`src/rtl/sfp_bank.sv`:
```
// Banked accumulate / ReLU post-processor with a single-slot valid/ready output stage.
// Define SFP_SAT_EN for saturating lane adds; leave it undefined for two's-complement wrap-around.
module sfp_bank #(
  parameter int col     = 8,
  parameter int psum_bw = 16,
  parameter int depth   = 16,
  parameter int addr_bw = 4
) (
  input  logic                     clk,
  input  logic                     reset,
  input  logic [psum_bw*col-1:0]   in,
  input  logic [addr_bw-1:0]       addr_in,
  input  logic                     acc_en,
  input  logic                     last,
  input  logic                     relu_en,
  input  logic                     valid_in,
  output logic                     ready_in,
  output logic [psum_bw*col-1:0]   out,
  output logic [addr_bw-1:0]       addr_out,
  output logic                     valid_out,
  input  logic                     ready_out,
  output logic                     ovf
);

  localparam logic [psum_bw-1:0] lane_max = {1'b0, {(psum_bw-1){1'b1}}};
  localparam logic [psum_bw-1:0] lane_min = {1'b1, {(psum_bw-1){1'b0}}};

  logic [psum_bw*col-1:0] mem [depth];
  logic [psum_bw*col-1:0] rd_vec;
  logic [psum_bw*col-1:0] sum_vec;
  logic [psum_bw*col-1:0] emit_vec;
  logic [col-1:0]         lane_ovf;
  logic                   accept;

  // One output slot, no skid buffer: a stalled output blocks every input beat.
  assign ready_in = !valid_out || ready_out;
  assign accept   = valid_in && ready_in;

  // Combinational read so back-to-back beats to one entry see the value written on the previous edge.
  assign rd_vec = mem[addr_in];

  always_comb begin
    logic [psum_bw-1:0] a;
    logic [psum_bw-1:0] b;
    logic [psum_bw-1:0] s;
    logic [psum_bw:0]   wide;
    sum_vec  = '0;
    emit_vec = '0;
    lane_ovf = '0;
    a        = '0;
    b        = '0;
    s        = '0;
    wide     = '0;
    for (int k = 0; k < col; k++) begin
      a    = rd_vec[psum_bw*k +: psum_bw];
      b    = in[psum_bw*k +: psum_bw];
      wide = {a[psum_bw-1], a} + {b[psum_bw-1], b};
      s    = b;
      if (acc_en) begin
        // Sign-extended sum whose top two bits disagree has left the signed range.
        lane_ovf[k] = wide[psum_bw] ^ wide[psum_bw-1];
`ifdef SFP_SAT_EN
        if (lane_ovf[k]) begin
          s = wide[psum_bw] ? lane_min : lane_max;
        end else begin
          s = wide[psum_bw-1:0];
        end
`else
        s = wide[psum_bw-1:0];
`endif
      end
      sum_vec[psum_bw*k +: psum_bw]  = s;
      emit_vec[psum_bw*k +: psum_bw] = (relu_en && s[psum_bw-1]) ? '0 : s;
    end
  end

  always_ff @(posedge clk or negedge reset) begin
    if (!reset) begin
      for (int i = 0; i < depth; i++) begin
        mem[i] <= '0;
      end
    end else if (accept) begin
      mem[addr_in] <= sum_vec;
    end
  end

  always_ff @(posedge clk or negedge reset) begin
    if (!reset) begin
      out       <= '0;
      addr_out  <= '0;
      valid_out <= 1'b0;
    end else if (accept && last) begin
      out       <= emit_vec;
      addr_out  <= addr_in;
      valid_out <= 1'b1;
    end else if (valid_out && ready_out) begin
      valid_out <= 1'b0;
    end
  end

  always_ff @(posedge clk or negedge reset) begin
    if (!reset) begin
      ovf <= 1'b0;
    end else if (accept && (|lane_ovf)) begin
      ovf <= 1'b1;
    end
  end

endmodule

```
`config.mk`:
```
export PLATFORM = sky130hd
export DESIGN_NAME = sfp_bank
export DESIGN_NICKNAME = d
export VERILOG_FILES = /design/src/rtl/sfp_bank.sv
export SDC_FILE = /design/constraint.sdc
export NUM_CORES = 2
export LEC_CHECK = 0
export CAP_MARGIN = 30
export CELL_PAD_IN_SITES_DETAIL_PLACEMENT = 1
export CELL_PAD_IN_SITES_GLOBAL_PLACEMENT = 1
export CORE_MARGIN = 2
export CORE_UTILIZATION = 56
export DETAILED_ROUTE_END_ITERATION = 8
export DONT_BUFFER_PORTS = 1
export PLACE_DENSITY_LB_ADDON = 0.1
export SYNTH_ARGS = -nofsm -noshare
export SYNTH_HDL_FRONTEND = slang
export SYNTH_SLANG_ARGS = --single-unit
```
`constraint.sdc`:
```
create_clock -name clk -period 8.7 [get_ports clk]
set_input_delay 0.87 -clock clk [delete_from_list [all_inputs] [get_ports clk]]
set_output_delay 0.87 -clock clk [all_outputs]
set_load 0.005 [all_outputs]
```
==> flow_summary.ini <==
[status]
status = finished, violations left
violations = max-slew violations

[setup_path]
crit_buf_inv = 0
path_cells = mux4_2 -> mux4_2 -> ha_1 -> a211oi_2 -> o211a_1 -> nor3_1 -> o31ai_1 -> a21oi_1 -> or3_1 -> a31oi_2 -> o21ai_1 -> o21ai_0
cpMostUsedCell = mux4_2
cp_data_arrival_time_ps = 7730
cp_max_fo = 520
cp_data_required_time_ps = 9470
cp-end-kind = register
cpMaxStageDelayCell = mux4_2
crit_type = in -> reg
start_kind = input port
crit_family = compound AO/OA/AOI/OAI gates
slowest_delay_ps = 1460

[pwr]
power.total_uw = 36080
p_leak_uw = 0.04902
power_density_nw_per_um2 = 333.8
ir_drop_mv = 0.2483

[global_route]
grt_pass1_vias = 79070
antenna_found_initial = 11
gr-usage-all-layers_pct = 34.93
grt_pass1_wl_um = 479900
gr-total-overflow = 0
grt_max_degree = 521

[logic_synthesis]
ys.flop_type = dfrtp_1
netlist_area_um2 = 98570
ys_types = 87
synthDominantCellAreaShare_pct = 55.39
synth_seq_cells = 2182
synth_fp_nets = 9182
synth_area_leaders = dfrtp_1 (55%), mux4_2 (15%), o21ai_0 (11%)
yosysSeqAreaShare_pct = 55.39
synth_edf_count = 0
syn_avg_cell_area_um2 = 11.07
synthTopCellsByCount = nand2_1 (2196), dfrtp_1 (2182), o21ai_0 (2144)
synth.most_common_cell = nand2_1
netlist_instances = 8907
synth_top_cell_by_area = dfrtp_1
async_flop_share_pct = 100.0
yosys_warnings = 0

[floorplanning]
io-pin-count = 274
core_region_area_um2 = 174400
start_util_pct = 56.52
die_h_um = 423.5
fp.dieArea_um2 = 179400
rows = 153
die_w_um = 423.5

[layout]
area_delta_synth_final_pct = 9.649
drive_gt1_share_pct = 14.56
post-route-util_pct = 61.97
final_net_count = 8838

[placed_design]
finalWeightedCongestion = 0.8247
dpl.hpwl_um = 169200
port_buffers = 0

[routing]
dr.first_iter.drc_count = 5914
drc = 0
drt_pass1_iterations = 5
wl_um = 306100
wl_per_cell_um = 27.62
antenna_left = 0
num_vias = 71280
viasPerCell = 6.432

[sta]
finalCriticalPeriod_ps = 6957
setup_tns_ps = 0
setup_viol = 0
hold_viol = 0
clock.fmax_mhz = 143.7
post-route-period-util_pct = 79.97
clock_skew_ps = 20.14
maxSlewViolCount = 517
relSlewSlack_pct = -108.5
tightest_slew_ps = 3127
rsz0062_at_grt = no

[clock_network]
clk_pin_slew_worst_paths_ps = 60
clk_path_buf_depth = 3
clk_latency_ps = 890
clock_sinks = 2182
cts_tree = built
numCtsBuffers = 220
root_buffer = clkbuf_16
htreeDepth = 4

[hold_path]
min_path_type = in -> reg

[run]
drv_cap = 0
sequential cells by signal, indices dropped and copies added (netlist names):
register,count
valid_out,1
out,128
mem,2048
addr_out,4
ovf,1
cells in the final DEF, fill, tap and decap left out, types with 25 or more instances in the layout:
cell,n
buf_4,167
mux2i_1,74
nor3_1,34
nor2_1,92
ha_1,128
clkbuf_16,221
mux2_2,25
nand2_1,2186
xor2_1,26
a211oi_1,27
nor2b_1,32
dfrtp_1,2182
clkbuf_8,54
inv_1,57
a21oi_1,92
a21o_1,38
o21ai_0,2142
clkbuf_1,58
clkinv_2,38
xnor2_1,61
mux4_2,640
kinds of logic (layout without fill, tap and decap cells):
logic type / after synthesis / count (layout) / synth area share [%]
flip-flops: 2182 / 2182 / 55.39
AND/OR/NAND/NOR: 2450 / 2450 / 9.713
adder cells (fa/ha/maj): 136 / 136 / 1.787
AO/OA/AOI/OAI: 2476 / 2476 / 13.31
XOR/XNOR: 87 / 87 / 0.7730
multiplexers: 749 / 749 / 15.83
buffers and inverters: 827 / 663 / 3.195
other: 0 / 15 / 0
final timing paths:
kind                                      start                 endpoint  slack [ps]  cells past startpoint
max                                  addr_in[0]       out[0]$_DFFE_PN0P_        1740                     12
min                                  addr_in[2]  addr_out[2]$_DFFE_PN0P_         140                      2
max reg2reg                  mem[1]$_DFFE_PN0P_       out[0]$_DFFE_PN0P_        3680                     12
min reg2reg                mem[227]$_DFFE_PN0P_     mem[227]$_DFFE_PN0P_         480                      2
max in group asynchronous                 reset     mem[642]$_DFFE_PN0P_        5810                      4
min in group asynchronous                 reset     mem[549]$_DFFE_PN0P_         560                      2
metrics by stage:
| step | worst slack [ps] | cells | hold WS (ps) | instance area, um^2 |
|---|---|---|---|---|
| 2_1_floorplan | 3185 | 8907 | 444.6 | 98570 |
| 3_3_place_gp | 3011 | 10600 | 455.9 | 99940 |
| 3_5_place_dp | 2915 | 10650 | 465.0 | 100500 |
| 4_1_cts | 3614 | 11060 | 74.94 | 107800 |
| 5_1_grt | 2382 | 11080 | 139.8 | 108100 |
| 6_report | 1743 | 11080 | 144.2 | 108100 |
cell type report:
cell class | count | area (um^2)
diodes | 15 | 37.54
clock buffers | 333 | 6491
clock inverters | 69 | 844.6
fillers | 17740 | 66310
inverters | 58 | 220.2
multi-input cells | 5898 | 40950
flip-flops and latches | 2182 | 54600
well taps | 2325 | 2909
repair buffers | 203 | 2026
power breakdown:
| group | leakage [uW] | switching, uW | internal (uW) |
|---|---|---|---|
| Clock | 0.00362 | 4130 | 5580 |
| Combinational | 0.0177 | 5680 | 4520 |
| Sequential | 0.0277 | 2270 | 13900 |
| Total | 0.0490 | 12100 | 24000 |
per-layer routing:
layer / GRT usage (%) / wire length, um
met1: 44.64 / 121500
met2: 58.55 / 152400
met3: 5.319 / 16690
met4: 17.34 / 15450
met5: 0 / 28
repair_timing:
item	4_1_cts	5_1_grt
endpoints found under the hold margin	44	0
gates resized for setup	0	0
buffers inserted	0	0
hold buffers	1	0
No activity file was read; power rests on OpenSTA's default activity.
